**src/rtl/mdio_req_arbiter.sv**
```systemverilog
// ---------------------------------------------------------------------------
// mdio_req_arbiter
// Shares one MDIO master between NUM_REQ requesters (link poller, CPU port,
// PHY init sequencer). Grants round-robin, strobes req_enb until the master
// reports busy, waits for completion, then returns a response pulse to the
// requester that owns the transaction. A grant-to-completion watchdog aborts
// hung transactions with an error response.
//
// Ports
//   clk, reset          clock, asynchronous active-low reset
//   rq_valid[i]         requester i has a request pending (held until ready)
//   rq_op/phy/reg/wdata per-requester command fields, packed by index
//   rq_ready            one-hot pulse: request accepted
//   rsp_valid           one-hot pulse: transaction finished
//   rsp_err             qualifies rsp_valid: timeout or illegal op
//   rsp_data            read data (0xFFFF on timeout)
//   req_enb/req_op/phy_addr/reg_addr/wr_data   command to the MDIO master
//   work_bit, data_sta, sta_enb                status from the MDIO master
// ---------------------------------------------------------------------------
module mdio_req_arbiter #(
  parameter int NUM_REQ     = 3,
  parameter int TIMEOUT_CYC = 4096
) (
  input  logic                    clk,
  input  logic                    reset,
  input  logic [NUM_REQ-1:0]      rq_valid,
  input  logic [2*NUM_REQ-1:0]    rq_op,
  input  logic [5*NUM_REQ-1:0]    rq_phy,
  input  logic [5*NUM_REQ-1:0]    rq_reg,
  input  logic [16*NUM_REQ-1:0]   rq_wdata,
  output logic [NUM_REQ-1:0]      rq_ready,
  output logic [NUM_REQ-1:0]      rsp_valid,
  output logic                    rsp_err,
  output logic [15:0]             rsp_data,
  output logic                    req_enb,
  output logic [1:0]              req_op,
  output logic [4:0]              phy_addr,
  output logic [4:0]              reg_addr,
  output logic [15:0]             wr_data,
  input  logic                    work_bit,
  input  logic [15:0]             data_sta,
  input  logic                    sta_enb
);

  localparam int IW = $clog2(NUM_REQ);
  localparam int TW = $clog2(TIMEOUT_CYC) + 1;
  localparam logic [1:0] OP_RD = 2'b10;
  localparam logic [1:0] OP_WR = 2'b01;

  typedef enum logic [2:0] {S_IDLE, S_ISSUE, S_WAIT, S_RESP, S_ILL} state_t;

  state_t               state, state_nx;
  logic [IW-1:0]        ptr, ptr_nx;
  logic [IW-1:0]        owner, owner_nx;
  logic [TW-1:0]        timer, timer_nx;
  logic [NUM_REQ-1:0]   rq_ready_nx, rsp_valid_nx;
  logic                 rsp_err_nx, req_enb_nx;
  logic [15:0]          rsp_data_nx, wr_data_nx;
  logic [1:0]           req_op_nx;
  logic [4:0]           phy_addr_nx, reg_addr_nx;

  // round-robin search results
  logic                 found;
  logic [IW-1:0]        win;
  logic [IW:0]          cand;
  logic [1:0]           win_op;
  logic                 timed_out;
  logic                 done;

  function automatic logic [NUM_REQ-1:0] one_hot(input logic [IW-1:0] i);
    logic [NUM_REQ-1:0] v;
    v    = '0;
    v[i] = 1'b1;
    return v;
  endfunction

  assign timed_out = (timer == TW'(TIMEOUT_CYC - 1));
  // reads finish on the data strobe, writes when the master drops busy
  assign done      = (req_op == OP_RD) ? sta_enb : !work_bit;

  // NOTE: every variable gets a default before the case so no path leaves it
  // unassigned; that is what keeps this block free of inferred latches.
  always_comb begin
    found        = 1'b0;
    win          = '0;
    cand         = '0;
    state_nx     = state;
    ptr_nx       = ptr;
    owner_nx     = owner;
    timer_nx     = timer;
    rq_ready_nx  = '0;
    rsp_valid_nx = '0;
    rsp_err_nx   = 1'b0;
    rsp_data_nx  = rsp_data;
    req_enb_nx   = req_enb;
    req_op_nx    = req_op;
    phy_addr_nx  = phy_addr;
    reg_addr_nx  = reg_addr;
    wr_data_nx   = wr_data;

    // scan ptr+1 .. ptr+NUM_REQ, wrapping, first set request wins
    for (int k = 1; k <= NUM_REQ; k++) begin
      cand = (IW+1)'(ptr) + (IW+1)'(k);
      if (cand >= (IW+1)'(NUM_REQ)) cand = cand - (IW+1)'(NUM_REQ);
      if (!found && rq_valid[cand[IW-1:0]]) begin
        found = 1'b1;
        win   = cand[IW-1:0];
      end
    end
    win_op = rq_op[2*win +: 2];

    case (state)
      S_IDLE: begin
        if (found && !work_bit) begin
          rq_ready_nx = one_hot(win);
          ptr_nx      = win;
          owner_nx    = win;
          timer_nx    = '0;
          if (win_op == OP_RD || win_op == OP_WR) begin
            req_op_nx   = win_op;
            phy_addr_nx = rq_phy[5*win +: 5];
            reg_addr_nx = rq_reg[5*win +: 5];
            wr_data_nx  = rq_wdata[16*win +: 16];
            state_nx    = S_ISSUE;
          end else begin
            // illegal op never reaches the master
            state_nx = S_ILL;
          end
        end
      end
      S_ILL: begin
        rsp_valid_nx = one_hot(owner);
        rsp_err_nx   = 1'b1;
        state_nx     = S_IDLE;
      end
      S_ISSUE: begin
        timer_nx = timer + 1'b1;
        if (timed_out) begin
          req_enb_nx   = 1'b0;
          rsp_valid_nx = one_hot(owner);
          rsp_err_nx   = 1'b1;
          rsp_data_nx  = 16'hFFFF;
          state_nx     = S_IDLE;
        end else if (work_bit) begin
          req_enb_nx = 1'b0;
          state_nx   = S_WAIT;
        end else begin
          req_enb_nx = 1'b1;
        end
      end
      S_WAIT: begin
        timer_nx = timer + 1'b1;
        // completion is checked first so it wins a tie with the watchdog
        if (done) begin
          rsp_valid_nx = one_hot(owner);
          if (req_op == OP_RD) rsp_data_nx = data_sta;
          state_nx = S_RESP;
        end else if (timed_out) begin
          rsp_valid_nx = one_hot(owner);
          rsp_err_nx   = 1'b1;
          rsp_data_nx  = 16'hFFFF;
          state_nx     = S_IDLE;
        end
      end
      S_RESP: begin
        // rsp_valid is high during this state; one idle cycle before next grant
        state_nx = S_IDLE;
      end
      default: state_nx = S_IDLE;
    endcase
  end

  // NOTE: state registers use non-blocking assignments so every flop samples
  // the pre-edge values regardless of statement order.
  always_ff @(posedge clk or negedge reset) begin
    if (!reset) begin
      state     <= S_IDLE;
      ptr       <= IW'(NUM_REQ - 1);
      owner     <= '0;
      timer     <= '0;
      rq_ready  <= '0;
      rsp_valid <= '0;
      rsp_err   <= 1'b0;
      rsp_data  <= '0;
      req_enb   <= 1'b0;
      req_op    <= OP_RD;
      phy_addr  <= '0;
      reg_addr  <= '0;
      wr_data   <= '0;
    end else begin
      state     <= state_nx;
      ptr       <= ptr_nx;
      owner     <= owner_nx;
      timer     <= timer_nx;
      rq_ready  <= rq_ready_nx;
      rsp_valid <= rsp_valid_nx;
      rsp_err   <= rsp_err_nx;
      rsp_data  <= rsp_data_nx;
      req_enb   <= req_enb_nx;
      req_op    <= req_op_nx;
      phy_addr  <= phy_addr_nx;
      reg_addr  <= reg_addr_nx;
      wr_data   <= wr_data_nx;
    end
  end

endmodule

```
**config.mk**
```make
export PLATFORM = sky130hd
export DESIGN_NAME = mdio_req_arbiter
export DESIGN_NICKNAME = d
export VERILOG_FILES = /design/src/rtl/mdio_req_arbiter.sv
export SDC_FILE = /design/constraint.sdc
export NUM_CORES = 1
export LEC_CHECK = 0
export ABC_AREA = 1
export BUFFER_PORTS_ARGS = -buffer_cell sky130_fd_sc_hd__buf_4
export CAP_MARGIN = 25
export CORE_MARGIN = 5
export CORE_UTILIZATION = 49
export DETAILED_ROUTE_END_ITERATION = 6
export PLACE_DENSITY_LB_ADDON = 0.25
export SLEW_MARGIN = 10
export SYNTH_ARGS = -nofsm -noshare
export SYNTH_HDL_FRONTEND = slang
export SYNTH_SLANG_ARGS = --single-unit
```
**constraint.sdc**
```tcl
create_clock -name clk -period 3.73 [get_ports clk]
set_clock_uncertainty 0.1 [all_clocks]
set_input_delay 0 -clock clk [delete_from_list [all_inputs] [get_ports clk]]
set_output_delay 0 -clock clk [all_outputs]
set_load 0.005 [all_outputs]
```
==> results_dict.tcl, run 1 <==
set metrics [dict create \
    status "finished with violations" \
    violations "negative hold slack" \
    die_area_sq_mm 0.009957 \
    start_util 0.5059 \
    cp_cell_sequence "inv_2 > ha_1 > inv_2 > nand2_2 > nand3_2 > nand3_1 > nand2_1 > nand2_2 > nand2_2 > nand2_1 > nand2_1 > a21oi_1 > nand2_1 > nand2_4 > nand3_2 > nand2_1 > nand2_1" \
    grt_overflow 0 \
    slew_headroom 0.4182 \
    yosys_warnings 0 \
    rsz0062_at_grt "false" \
    clk-insertion-delay-late_ns 0.34 \
    routed_wl_um 16480 \
    grt_start_max_net_pins 72 \
    cts_tree "built" \
    synth_ff_type "dfrtp_1" \
    fmax_mhz 292.0 \
    timing.critical_path.mode_cell "nand2_1" \
    nets 900 \
    total_power_mw 5.771 \
    placed_cell_area_sq_mm 0.005190 \
    clk_pin_slew_ns 0.08 \
    yosysMostFrequentCell "nand2_1" \
    seq_area_sq_mm 0.001779 \
    syn-cell-area_sq_mm 0.003950 \
    hold_viol_final 1 \
    period_minus_slack_ns 3.424 \
    cts_made_buffers 9 \
    clk_path_buf_depth 2 \
    power_density_mw_per_mm2 901.0 \
    cts_root_buffer "clkbuf_8" \
    hold_class "in -> reg" \
    slew_viol_final 0 \
    vias_per_cell 5.712 \
    pin_count 159 \
    synth_edf_count 0 \
    area_growth_pct 62.15 \
    startpoint_type "register" \
    slowest_delay_ns 0.51 \
    die_height_um 99.79 \
    synth_fp_nets 649 \
    yosysTopAreaCellShare 0.4371 \
    setup-violations-final 0 \
    cp.required_ns 3.85 \
    leakage_nw 3.314 \
    yosysUniqueCellTypes 34 \
    cts_setup_buffers 0 \
    via_count 5124 \
    dr.pass1.iters 5 \
    cp_slowest_cell "dfrtp_1" \
    cp-end-kind "register" \
    finalSetupTns_ns 0 \
    h-tree-depth 3 \
    whs_ns -0.001283 \
    clkSinkCount 71 \
    crit_type "reg -> reg" \
    worst_slew_pin_slew_ns 0.8726 \
    synthTopCellsByCount "nand2_1 (190), dfrtp_1 (69), inv_1 (51)" \
    drt_iter0_drc 457 \
    dpl.hpwl_um 8737 \
    synth_area_leaders "dfrtp_1 (44%), nand2_1 (18%), nand3_1 (5.8%)" \
    multi_input_area_sq_mm 0.001867 \
    grt_pass1_wl_um 25180 \
    antenna_found_initial 0 \
    synth_seq_area_share 0.4504 \
    place.port_buffers 158 \
    ir_drop_v 0.001004 \
    detail_route.wl_per_cell_um 18.37 \
    post-route-period-util 0.9180 \
    drc 0 \
    grtUsageTotal 0.3215 \
    row_count 32 \
    ys_seq_elements 71 \
    gp_congestion 0.9107 \
    netlist_instances 537 \
    cap_viol_max_count 0 \
    drt.antenna.violating_nets 0 \
    finalInstanceArea_sq_mm 0.006405 \
    die_w_um 99.79 \
    arrival_ns 3.54 \
    fillers 432 \
    drive_gt1_frac 0.2623 \
    synth_top_area_cell "dfrtp_1" \
    syn_area_per_cell_sq_um 7.356 \
    ys_async_sr_fraction 1.000 \
    fin_util 0.8204 \
    core_area_sq_mm 0.007807 \
    grt_pass1_vias 5082 \
    path_max_fanout 29 \
]
-- stage by stage --
step                      instances  setup slack, ns
after global placement          781           0.5313
after detailed placement        781           0.4383
after global routing            895          0.04974
after floorplan                 537            1.141
after CTS                       892           0.4112
final                           897           0.3059
-- final cells by class --
| class | count | share of cell area |
|---|---|---|
| clock inverters | 5 | 0.01270 |
| diodes | 2 | 0.0007814 |
| repair buffers | 258 | 0.3407 |
| inverters | 58 | 0.03458 |
| flip-flops and latches | 71 | 0.2778 |
| clock buffers | 11 | 0.02207 |
| well taps | 102 | 0.01993 |
| multi-input cells | 390 | 0.2915 |
-- cell families after synthesis --
kind of cell / after synthesis / share of synthesized area
buf+inv: 77 / 0.08077
flops: 71 / 0.4504
compound gates: 52 / 0.06969
fa+ha+maj: 5 / 0.01584
simple gates: 330 / 0.3788
xor+xnor: 2 / 0.004435
-- layout by cell type, fill, tap and decap left out, types with 10 or more instances in the layout --
cell / n
inv_1: 51
nand4_1: 29
o21ai_0: 17
a21oi_1: 29
nand2_2: 11
nand3_1: 46
buf_4: 162
dfrtp_1: 69
nand2_1: 190
nor2_1: 21
dlygate4sd3_1: 95
nor3_1: 22
clkbuf_8: 10
-- registers in the layout (all words and copies together), names as in the netlist --
signal / count
owner: 1
timer: 13
rsp_err: 1
req_op: 2
wr_data: 16
ptr: 2
phy_addr: 5
rsp_valid: 3
state: 3
rq_ready: 3
reg_addr: 5
rsp_data: 16
req_enb: 1
-- final timing paths --
| check | end | cells past startpoint | slack (ns) | startpoint |
|---|---|---|---|---|
| worst max-delay path | wr_data[15]$_DFFE_PN0P_ | 17 | 0.31 | ptr[0]$_DFFE_PN0P_ |
| worst min-delay path | req_op[0]$_DFFE_PN0P_ | 6 | -0.001 | rq_op[5] |
| worst max register to register | wr_data[15]$_DFFE_PN0P_ | 17 | 0.31 | ptr[0]$_DFFE_PN0P_ |
| worst min register to register | timer[7]$_DFFE_PN0P_ | 1 | 0.37 | timer[7]$_DFFE_PN0P_ |
| max in group asynchronous | rsp_valid[0]$_DFF_PN0_ | 2 | 2.74 | reset |
| min in group asynchronous | timer[5]$_DFFE_PN0P_ | 2 | 0.21 | reset |
-- critical path, delay by kind of cell (launching register included) --
family,cells,cell delay (ns)
AND/OR/NAND/NOR,13,1.86
AO/OA/AOI/OAI,1,0.19
buffers and inverters,2,0.22
adder cells (fa/ha/maj),1,0.41
flip-flops,1,0.51
-- per-layer routing --
layer / wire length (um) / track usage / part of all wire / vias up
met4: 1167 / 0.2153 / 0.071 / 0
li1: - / - / - / 2248
met3: 1750 / 0.08965 / 0.11 / 132
met5: 0 / 0 / 0 / -
met2: 7771 / 0.5192 / 0.47 / 436
met1: 5791 / 0.3719 / 0.35 / 2308
-- report_power, final --
group	leakage, nW	internal (mW)	total, mW	switching, mW
combinational	2.32	1.27	3.82	2.55
clock	0.110	0.395	0.690	0.295
sequential	0.887	1.06	1.26	0.198
-- timing repair --
item | in CTS | in global routing
hold endpoints to repair | 113 | 0
setup endpoints to repair | 0 | 2
hold buffers | 95 | 0
resized for setup | 0 | 1
(Power assumes the default switching activity.)
==> run 2: changes to the inputs <==
CORE_UTILIZATION = 40   (was 49)
PLACE_DENSITY = 0.72   (was default)
PLACE_DENSITY_LB_ADDON = default   (was 0.25)
==> results_dict.tcl, run 2 (synthesis gave the netlist of run 1 again) <==
set metrics [dict create \
    status "finished clean" \
    slowest_delay_ns 0.53 \
    grt_start_max_net_pins 72 \
    cap_viol_max_count 0 \
    fin_util 0.6633 \
    hold_viol_final 0 \
    drt.antenna.violating_nets 0 \
    multi_input_area_sq_mm 0.001857 \
    h-tree-depth 3 \
    via_count 4719 \
    fin_ws_ns 0.4055 \
    fillers 749 \
    drc 0 \
    place.port_buffers 158 \
    path_max_fanout 28 \
    die_area_sq_mm 0.01196 \
    reg_top3 "rsp_data x16, wr_data x16, timer x13" \
    total_power_mw 5.385 \
    slew_viol_final 0 \
    finalSetupTns_ns 0 \
    slew_headroom 0.4004 \
    cp_slowest_cell "dfrtp_1" \
    gp_congestion 0.8937 \
    clk_pin_slew_ns 0.08 \
    leakage_nw 3.311 \
    pin_count 159 \
    final_cell_mix "nand2_1 (190), buf_4 (162), dlygate4sd3_1 (99)" \
    rsz0062_at_grt "false" \
    grtUsageTotal 0.2390 \
    grt_overflow 0 \
    start_util 0.4079 \
    drive_gt1_frac 0.2613 \
    seq_area_sq_mm 0.001779 \
    cts_root_buffer "clkbuf_8" \
    arrival_ns 3.45 \
    post-route-period-util 0.8913 \
    clk_path_buf_depth 2 \
    diodes 0 \
    detail_route.wl_per_cell_um 15.19 \
    clkSinkCount 71 \
    timing.critical_path.mode_cell "nand2_1" \
    grt_pass1_vias 4929 \
    vias_per_cell 5.080 \
    core_area_sq_mm 0.009684 \
    cp.required_ns 3.86 \
    hold_class "in -> reg" \
    startpoint_type "register" \
    die_w_um 109.4 \
    dpl.hpwl_um 8577 \
    cts_setup_buffers 0 \
    finalInstanceArea_sq_mm 0.006424 \
    worst_slew_pin_slew_ns 0.8994 \
    period_minus_slack_ns 3.324 \
    ir_drop_v 0.0005559 \
    routed_wl_um 14110 \
    area_growth_pct 62.62 \
    cts_made_buffers 9 \
    final_common_cell "nand2_1" \
    placed_cell_area_sq_mm 0.005229 \
    grt_pass1_wl_um 22600 \
    place_ws_ns 0.4720 \
    setup-violations-final 0 \
    nets 903 \
    dr.pass1.iters 6 \
    row_count 36 \
    cp-end-kind "register" \
    cp_cell_sequence "inv_2 > ha_1 > inv_2 > o21ai_0 > nand2_1 > nand2_2 > nor2_4 > nand2_2 > nand2_2 > nand2_1 > nand2_1 > a21oi_1 > nand2_1 > nand2_4 > nand3_4 > nand2_1 > nand2_1" \
    power_density_mw_per_mm2 838.2 \
    fmax_mhz 300.8 \
    die_height_um 109.4 \
    crit_type "reg -> reg" \
    drt_iter0_drc 344 \
    clk-insertion-delay-late_ns 0.34 \
    cts_tree "built" \
    antenna_found_initial 0 \
]
==> run 2: cell count changes in the layout (fill, tap and decap cells not counted), sizes merged <==
cell / delta
dlygate4sd3: +4
bufinv: -2
clkinv: +2
diode: -2
clkbuf: -1
inv: +1
nand3: -1
==> run 2: critical path, delay by kind of cell, from the launching register on <==
family | cells | cell delay, ns
compound gates | 2 | 0.32
simple gates | 12 | 1.60
buf+inv | 2 | 0.23
fa+ha+maj | 1 | 0.43
flops | 1 | 0.53
==> run 2: repair_timing <==
item | CTS | global route
resized for setup | 0 | 1
endpoints found under the setup margin | 0 | 1
hold buffers | 99 | 0
hold endpoints to repair | 115 | 0
==> run 2: cell type report <==
cell class              instances  area share
clock inverters                 6    0.006817
flip-flops and latches         71      0.2770
repair buffers                262      0.3453
multi-input cells             389      0.2891
well taps                     133     0.02591
inverters                      58     0.03448
clock buffers                  10     0.02143
==> run 2: worst paths after layout <==
kind                                           start                       end  slack, ns  depth (start not counted)
worst max-delay path              ptr[0]$_DFFE_PN0P_   wr_data[15]$_DFFE_PN0P_       0.41                         17
worst min-delay path                        rq_op[4]     req_op[0]$_DFFE_PN0P_       0.02                          5
worst max register to register    ptr[0]$_DFFE_PN0P_   wr_data[15]$_DFFE_PN0P_       0.41                         17
worst min register to register  timer[7]$_DFFE_PN0P_      timer[7]$_DFFE_PN0P_       0.37                          1
max in group asynchronous                      reset  rsp_data[10]$_DFFE_PN0P_       2.72                          2
min in group asynchronous                      reset      timer[3]$_DFFE_PN0P_       0.24                          2
==> run 2: stage by stage <==
stage,hold WS (ns),instances
after detailed placement,0.08443,812
after global routing,0.07815,929
after CTS,0.01559,927
after floorplan,-0.3956,537
final,0.02403,929
after global placement,0.07417,812
==> run 2: power by group <==
| part | switching (mW) | internal [mW] |
|---|---|---|
| Clock | 0.290 | 0.261 |
| Combinational | 2.33 | 1.25 |
| Sequential | 0.188 | 1.06 |
| Total | 2.81 | 2.58 |
==> run 2: metal layers <==
metal  share of wire  GRT usage  routed length, um
met1            0.39     0.2796               5479
met2            0.47     0.3832               6597
met3           0.093    0.07868               1306
met4           0.051     0.1389                724
met5               0          0                  0
